### src/rtl/branch_predictor_gshare_btb_if.sv
// rtl/branch_predictor_gshare_btb_if.sv - fetch/execute signal bundle for the gshare BTB predictor
interface branch_predictor_gshare_btb_if #(
    parameter int GHR_BITS = 4
);
    logic [31:0]         i_pcF;
    logic                o_predTakenF;
    logic [31:0]         o_predTargetF;
    logic [GHR_BITS-1:0] o_ghrF;
    logic                i_validE;
    logic [31:0]         i_pcE;
    logic                i_branchE;
    logic                i_jumpE;
    logic                i_takenE;
    logic [31:0]         i_targetE;
    logic                i_predTakenE;
    logic [31:0]         i_predTargetE;
    logic [GHR_BITS-1:0] i_ghrE;
    logic                o_mispredictE;
    logic [31:0]         o_redirectPCE;

    modport master (
        output i_pcF, i_validE, i_pcE, i_branchE, i_jumpE, i_takenE,
               i_targetE, i_predTakenE, i_predTargetE, i_ghrE,
        input  o_predTakenF, o_predTargetF, o_ghrF, o_mispredictE, o_redirectPCE
    );

    modport slave (
        input  i_pcF, i_validE, i_pcE, i_branchE, i_jumpE, i_takenE,
               i_targetE, i_predTakenE, i_predTargetE, i_ghrE,
        output o_predTakenF, o_predTargetF, o_ghrF, o_mispredictE, o_redirectPCE
    );
endinterface

### src/rtl/branch_predictor_gshare_btb.sv
// rtl/branch_predictor_gshare_btb.sv - BTB with saturating counters and optional gshare indexing
module branch_predictor_gshare_btb #(
    parameter int INDEX_BITS = 4,
    parameter int CTR_BITS   = 2,
    parameter int GHR_BITS   = 4,
    parameter int GSHARE     = 0
) (
    input  logic                          i_clk,
    input  logic                          i_rst,
    branch_predictor_gshare_btb_if.slave  bus
);
    localparam int ENTRIES  = 1 << INDEX_BITS;
    localparam int TAG_BITS = 30 - INDEX_BITS;

    typedef logic [INDEX_BITS-1:0] idx_t;
    typedef logic [TAG_BITS-1:0]   tag_t;
    typedef logic [CTR_BITS-1:0]   ctr_t;
    typedef logic [GHR_BITS-1:0]   ghr_t;

    logic [ENTRIES-1:0] valid_q, valid_d;
    tag_t               tag_q    [ENTRIES];
    tag_t               tag_d    [ENTRIES];
    logic [31:0]        target_q [ENTRIES];
    logic [31:0]        target_d [ENTRIES];
    ctr_t               ctr_q    [ENTRIES];
    ctr_t               ctr_d    [ENTRIES];
    ghr_t               ghr_q, ghr_d;

    idx_t idx_f, idx_e;
    logic hit_f, hit_e, pred_taken_f, act_taken, is_cf;
    logic unused_pc_bits;

    assign unused_pc_bits = &{1'b0, bus.i_pcF[1:0]};

    // Fetch and execute share one index function so carried GHR reproduces the fetch slot
    function automatic idx_t index_of(input logic [31:0] pc, input ghr_t ghr);
        idx_t hist;
        hist = (GSHARE != 0) ? idx_t'(ghr) : '0;
        return pc[INDEX_BITS+1:2] ^ hist;
    endfunction

    // Fetch-side lookup: reads pre-update table state, no bypass from execute
    always_comb begin
        idx_f             = index_of(bus.i_pcF, ghr_q);
        hit_f             = valid_q[idx_f] && (tag_q[idx_f] == bus.i_pcF[31:INDEX_BITS+2]);
        pred_taken_f      = hit_f && ctr_q[idx_f][CTR_BITS-1];
        bus.o_predTakenF  = pred_taken_f;
        bus.o_predTargetF = pred_taken_f ? target_q[idx_f] : 32'd0;
        bus.o_ghrF        = ghr_q;
    end

    // Execute-side resolve: mispredict detection and next table/history contents
    always_comb begin
        valid_d   = valid_q;
        tag_d     = tag_q;
        target_d  = target_q;
        ctr_d     = ctr_q;
        ghr_d     = ghr_q;
        act_taken = bus.i_jumpE | (bus.i_branchE & bus.i_takenE);
        is_cf     = bus.i_branchE | bus.i_jumpE;
        idx_e     = index_of(bus.i_pcE, bus.i_ghrE);
        hit_e     = valid_q[idx_e] && (tag_q[idx_e] == bus.i_pcE[31:INDEX_BITS+2]);
        bus.o_mispredictE = 1'b0;
        bus.o_redirectPCE = act_taken ? bus.i_targetE : bus.i_pcE + 32'd4;

        if (bus.i_validE && !i_rst) begin
            if (is_cf) begin
                bus.o_mispredictE = (bus.i_predTakenE != act_taken) ||
                                    (act_taken && bus.i_predTakenE &&
                                     (bus.i_predTargetE != bus.i_targetE));
            end else begin
                bus.o_mispredictE = bus.i_predTakenE;
            end

            if (!is_cf) begin
                // A non-branch predicted taken means the entry is stale or aliased
                if (bus.i_predTakenE) begin
                    valid_d[idx_e] = 1'b0;
                end
            end else if (bus.i_jumpE) begin
                // Hit or miss, a jump leaves the slot owned by it and strongly taken
                valid_d[idx_e]  = 1'b1;
                tag_d[idx_e]    = bus.i_pcE[31:INDEX_BITS+2];
                target_d[idx_e] = bus.i_targetE;
                ctr_d[idx_e]    = '1;
            end else if (hit_e) begin
                if (bus.i_takenE) begin
                    target_d[idx_e] = bus.i_targetE;
                    if (ctr_q[idx_e] != '1) begin
                        ctr_d[idx_e] = ctr_q[idx_e] + ctr_t'(1);
                    end
                end else if (ctr_q[idx_e] != '0) begin
                    ctr_d[idx_e] = ctr_q[idx_e] - ctr_t'(1);
                end
            end else if (bus.i_takenE) begin
                valid_d[idx_e]  = 1'b1;
                tag_d[idx_e]    = bus.i_pcE[31:INDEX_BITS+2];
                target_d[idx_e] = bus.i_targetE;
                ctr_d[idx_e]    = ctr_t'(1) << (CTR_BITS - 1);
            end

            if (bus.i_branchE) begin
                ghr_d = ghr_t'({ghr_q, bus.i_takenE});
            end
        end
    end

    // Table and history registers with synchronous clear
    always_ff @(posedge i_clk) begin
        if (i_rst) begin
            valid_q <= '0;
            ghr_q   <= '0;
            for (int i = 0; i < ENTRIES; i++) begin
                tag_q[i]    <= '0;
                target_q[i] <= '0;
                ctr_q[i]    <= '0;
            end
        end else begin
            valid_q  <= valid_d;
            tag_q    <= tag_d;
            target_q <= target_d;
            ctr_q    <= ctr_d;
            ghr_q    <= ghr_d;
        end
    end
endmodule

### src/flat_wrapper.sv
// flat-port wrapper written by rule: the top's interface ports become plain ports
module branch_predictor_gshare_btb_flat 
#(
    parameter int INDEX_BITS = 4,
    parameter int CTR_BITS   = 2,
    parameter int GHR_BITS   = 4,
    parameter int GSHARE     = 0
)
  (i_clk, i_rst, bus_i_pcF, bus_i_validE, bus_i_pcE, bus_i_branchE, bus_i_jumpE, bus_i_takenE, bus_i_targetE, bus_i_predTakenE, bus_i_predTargetE, bus_i_ghrE, bus_o_predTakenF, bus_o_predTargetF, bus_o_ghrF, bus_o_mispredictE, bus_o_redirectPCE);
  branch_predictor_gshare_btb_if #(.GHR_BITS(GHR_BITS)) bus_i ();
  input  logic i_clk;
  input  logic i_rst;
  input wire logic [$bits(bus_i.i_pcF)-1:0] bus_i_pcF;
  input wire logic [$bits(bus_i.i_validE)-1:0] bus_i_validE;
  input wire logic [$bits(bus_i.i_pcE)-1:0] bus_i_pcE;
  input wire logic [$bits(bus_i.i_branchE)-1:0] bus_i_branchE;
  input wire logic [$bits(bus_i.i_jumpE)-1:0] bus_i_jumpE;
  input wire logic [$bits(bus_i.i_takenE)-1:0] bus_i_takenE;
  input wire logic [$bits(bus_i.i_targetE)-1:0] bus_i_targetE;
  input wire logic [$bits(bus_i.i_predTakenE)-1:0] bus_i_predTakenE;
  input wire logic [$bits(bus_i.i_predTargetE)-1:0] bus_i_predTargetE;
  input wire logic [$bits(bus_i.i_ghrE)-1:0] bus_i_ghrE;
  output wire logic [$bits(bus_i.o_predTakenF)-1:0] bus_o_predTakenF;
  output wire logic [$bits(bus_i.o_predTargetF)-1:0] bus_o_predTargetF;
  output wire logic [$bits(bus_i.o_ghrF)-1:0] bus_o_ghrF;
  output wire logic [$bits(bus_i.o_mispredictE)-1:0] bus_o_mispredictE;
  output wire logic [$bits(bus_i.o_redirectPCE)-1:0] bus_o_redirectPCE;
  assign bus_i.i_pcF = bus_i_pcF;
  assign bus_i.i_validE = bus_i_validE;
  assign bus_i.i_pcE = bus_i_pcE;
  assign bus_i.i_branchE = bus_i_branchE;
  assign bus_i.i_jumpE = bus_i_jumpE;
  assign bus_i.i_takenE = bus_i_takenE;
  assign bus_i.i_targetE = bus_i_targetE;
  assign bus_i.i_predTakenE = bus_i_predTakenE;
  assign bus_i.i_predTargetE = bus_i_predTargetE;
  assign bus_i.i_ghrE = bus_i_ghrE;
  assign bus_o_predTakenF = bus_i.o_predTakenF;
  assign bus_o_predTargetF = bus_i.o_predTargetF;
  assign bus_o_ghrF = bus_i.o_ghrF;
  assign bus_o_mispredictE = bus_i.o_mispredictE;
  assign bus_o_redirectPCE = bus_i.o_redirectPCE;
  branch_predictor_gshare_btb #(.INDEX_BITS(INDEX_BITS), .CTR_BITS(CTR_BITS), .GHR_BITS(GHR_BITS), .GSHARE(GSHARE)) u_core (.i_clk(i_clk), .i_rst(i_rst), .bus(bus_i));
endmodule
### config.mk
export PLATFORM = sky130hd
export DESIGN_NAME = branch_predictor_gshare_btb_flat
export DESIGN_NICKNAME = d
export VERILOG_FILES = /design/src/rtl/branch_predictor_gshare_btb_if.sv /design/src/rtl/branch_predictor_gshare_btb.sv /design/src/flat_wrapper.sv
export SDC_FILE = /design/constraint.sdc
export NUM_CORES = 2
export LEC_CHECK = 0
export ABC_AREA = 1
export CAP_MARGIN = 20
export CELL_PAD_IN_SITES_DETAIL_PLACEMENT = 1
export CELL_PAD_IN_SITES_GLOBAL_PLACEMENT = 1
export CORE_MARGIN = 10
export CORE_UTILIZATION = 44
export DETAILED_ROUTE_END_ITERATION = 12
export HOLD_SLACK_MARGIN = 0.05
export PLACE_DENSITY = 0.86
export SLEW_MARGIN = 15
export SYNTH_ARGS = -nofsm -noshare
export SYNTH_HDL_FRONTEND = slang
export SYNTH_SLANG_ARGS = --single-unit
### constraint.sdc
create_clock -name i_clk -period 4.8 [get_ports i_clk]
set_input_delay 0.96 -clock i_clk [delete_from_list [all_inputs] [get_ports i_clk]]
set_output_delay 0.96 -clock i_clk [all_outputs]
set_load 0.02 [all_outputs]
==> key figures <==
Clock tree
  – CTS Sinks: 980
  – H-Tree Depth: 3
  – CTS Buf Count: 109
  – Clock latency on the worst-skew pair: 740 ps
  – Root Driver: clkbuf_16
  – CTS tree: built
  – Clock-pin slew on the worst setup and hold paths: 60 ps
  – CTS max path bufs: 3

Critical path
  – Max incr delay on CP: 420 ps
  – Critical path buffer and inverter count: 7
  – Critical path cell sequence: buf_8 -> buf_12 -> buf_12 -> a21oi_1 -> o21ai_0 -> nand3_1 -> nand3_1 -> nand2_1 -> xor2_1 -> nor4_2 -> buf_4 -> nand3_2 -> buf_12 -> nor3_4 -> buf_4 -> clkdlybuf4s15_2
  – Slowest stage cell, crit path: nor4_2
  – Setup crit start kind: input port
  – Cell family with most CP delay: buffers and inverters
  – Most frequent CP cell: buf_12
  – Critical Path AT: 3810 ps
  – Max Fanout on Critical Path: 33
  – WP data required: 3840 ps
  – CP Capture Type: primary output
  – Setup Crit Path Kind: input port to primary output

Floorplanning
  – Die ar.: 0.129 mm^2
  – Initial Utilization: 44.2%
  – Io pins: 209
  – Core box area: 0.114 mm^2
  – # rows: 124
  – Width of the die: 359 um
  – Die H: 359 um

Logic synthesis
  – Synth Cell Area: 0.0505 mm^2
  – #FFs+latches synth: 980
  – Average size of a mapped cell: 6.48 um^2
  – Number of flops mapped to enable cells by yosys: 0
  – Synth Net Count: 7939
  – Synth unique cells: 41
  – Yosys Warn Count: 0
  – Fraction of registers with async set/reset: 0%
  – Syn Inst Count: 7793
  – Register area share after synthesis: 38.8%
  – Ys flop type: dfxtp_1

Global route
  – Vias in the first global route: 59922
  – Largest net degree at the start of global routing: 209
  – Initial antenna violation count: 7
  – All-Layer GR Usage: 35.2%
  – Global-route wire length before repair: 357 mm
  – Congestion Overflow GR: 0

Drt
  – DR iter-0 viols: 5872
  – DRT Wirelength: 237 mm
  – Vias per cell: 6.21
  – First-pass iteration count of the detailed router: 6
  – Total number of vias: 58626
  – Routed Antenna Nets: 0
  – Average wire per standard cell: 25.1 um
  – DR DRC count: 0

Final layout
  – Layout fillers: 14923
  – Area delta synth->final: 18.5%
  – Nets: 7982
  – Ratio of cells with drive above 1 in the final layout: 9.75%
  – Fin cells: 9444
  – Multi-input logic area: 0.0263 mm^2
  – Register area: 0.0196 mm^2

Min path
  – Hold Crit Class: register to register

STA
  – Final setup viols: 0
  – Clk_skew: 33.8 ps
  – Worst slew pin tran: 1160 ps
  – Tmin final: 4770 ps
  – Setup tns final: 0 ps
  – Fmax: 0.210 GHz
  – Hold_ws: 469 ps
  – Unrepaired setup endpoints after global routing: yes
  – Slew headroom: 22.7%
  – Fin. max-slew vios: 0
  – Crit share post-route: 99.4%
  – Final hold vios: 0

Placement
  – Hpwl dp: 151 mm
  – Placed cell count: 9226
  – Port bufs: 202
  – Routability-driven placement congestion ratio: 0.947

Run status
  – Outcome: finished clean

Power
  – Power per cell area: 334 mW/mm^2
  – Worst vdd ir: 280 uV
  – LEAKAGE: 25.0 nW
  – Total power: 0.0200 W

Job
  – Max-Cap Viols: 0
==> logic make-up (layout without fill, tap and decap cells) <==
kind of cell,count (synthesis),after routing,share of synthesized area [%]
AOI/OAI and AO/OA,2572,2572,26.9
xor gates and xnor gates,49,49,0.850
adders and majority gates,7,7,0.173
buffers and inverters,1254,1391,9.93
DFF,980,980,38.8
other,0,2,0
and+or+nand+nor,2931,2931,23.3
==> path summary, 6_finish.rpt <==
check	from	end	slack [ps]	depth (start not counted)
worst min-delay path	u_core.tag_q[335]	u_core.tag_q[335]	470	2
worst min register to register	u_core.tag_q[335]	u_core.tag_q[335]	470	2
worst max-delay path	bus_i_pcF[3]	bus_o_predTargetF[28]	30	16
worst max register to register	u_core.tag_q[366]	u_core.tag_q[304]	1540	19
==> power by group <==
part	total, W	leakage (nW)	switching, W	internal, W
sequential	0.00827	7.91	0.0000482	0.00822
combinational	0.00275	15.2	0.00191	0.000841
clock	0.00896	1.87	0.00379	0.00517
total	0.0200	25.0	0.00575	0.0142
==> registers in the layout (all words and copies together), names as in the netlist, named ones only <==
signal	flops
u_core.target_q	512
u_core.bus.o_ghrF	4
u_core.tag_q	416
u_core.ctr_q	32
==> placed cells by master, fill, tap and decap left out, types with 80 or more instances in the layout <==
cell	n
a21oi_1	1054
nor2_1	1036
clkbuf_16	110
dfxtp_1	980
buf_12	80
o21ai_0	1248
buf_4	354
nand2_1	1337
nand3_1	384
a221oi_1	122
inv_1	531
clkdlybuf4s50_1	149
==> stage by stage <==
stage | utilization, % | setup WS [ps] | cell area (um^2)
after CTS | 52.3 | 0.134 | 59800
after global placement | 48.9 | -389 | 55800
final | 52.4 | 29.3 | 59900
after detailed placement | 48.9 | -484 | 55800
after global routing | 52.4 | -72.7 | 59900
after floorplan | - | 436 | 50500
==> Yosys cell counts, types with 6 or more instances <==
master       n  area share, %
a21oi_1   1055             10
a221oi_1   123            2.1
a31oi_1      6          0.074
buf_1       70           0.52
buf_2      121            1.2
buf_4       22           0.33
buf_6       10           0.22
clkbuf_1   477            3.5
clkinv_1    14           0.10
dfxtp_1    980             39
ha_1         7           0.17
inv_1      533            4.0
inv_2        7          0.052
nand2_1   1359             10
nand3_1    391            3.9
nand3_2     11           0.22
nand4_1     32           0.40
nor2_1    1059            7.9
nor3_1      51           0.51
o211ai_1    27           0.40
o21ai_0   1256             12
o21ai_1     45           0.45
o22ai_1      8          0.099
o31ai_1     33           0.49
or2_2        6          0.074
xnor2_1     26           0.45
xor2_1      23           0.40
==> worst reg2reg max path: cells and delay by family, from the launching register on <==
family,cells,cell delay [ps]
and+or+nand+nor,14,1780
buffers and inverters,3,670
AOI/OAI and AO/OA,2,360
DFF,1,300
==> final cells by class <==
type,instances,area share (%)
Sequential cell,980,32.8
Multi-Input combinational cell,5559,43.9
Clock inverter,39,0.763
Clock buffer,166,5.57
Tap cell,1512,3.16
Antenna cell,2,0.00836
Timing Repair Buffer,632,10.3
Inverter,554,3.55
==> what timing repair did <==
action,in CTS,in global routing
buffers inserted,7,3
hold buffers,0,0
resized for setup,85,108
endpoints found under the setup margin,45,42
pin swaps,12,7
==> routing by layer <==
metal | share of wire, % | routed length, um | vias up | global-route usage [%]
met5 | 0.023 | 54 | - | 0
met4 | 9.2 | 21700 | 8 | 28.7
met3 | 8.3 | 19600 | 942 | 6.35
met2 | 45 | 106000 | 3017 | 56.9
met1 | 38 | 89200 | 28740 | 40.6
li1 | - | - | 25919 | -
No activity file was read; power rests on OpenSTA's default activity.
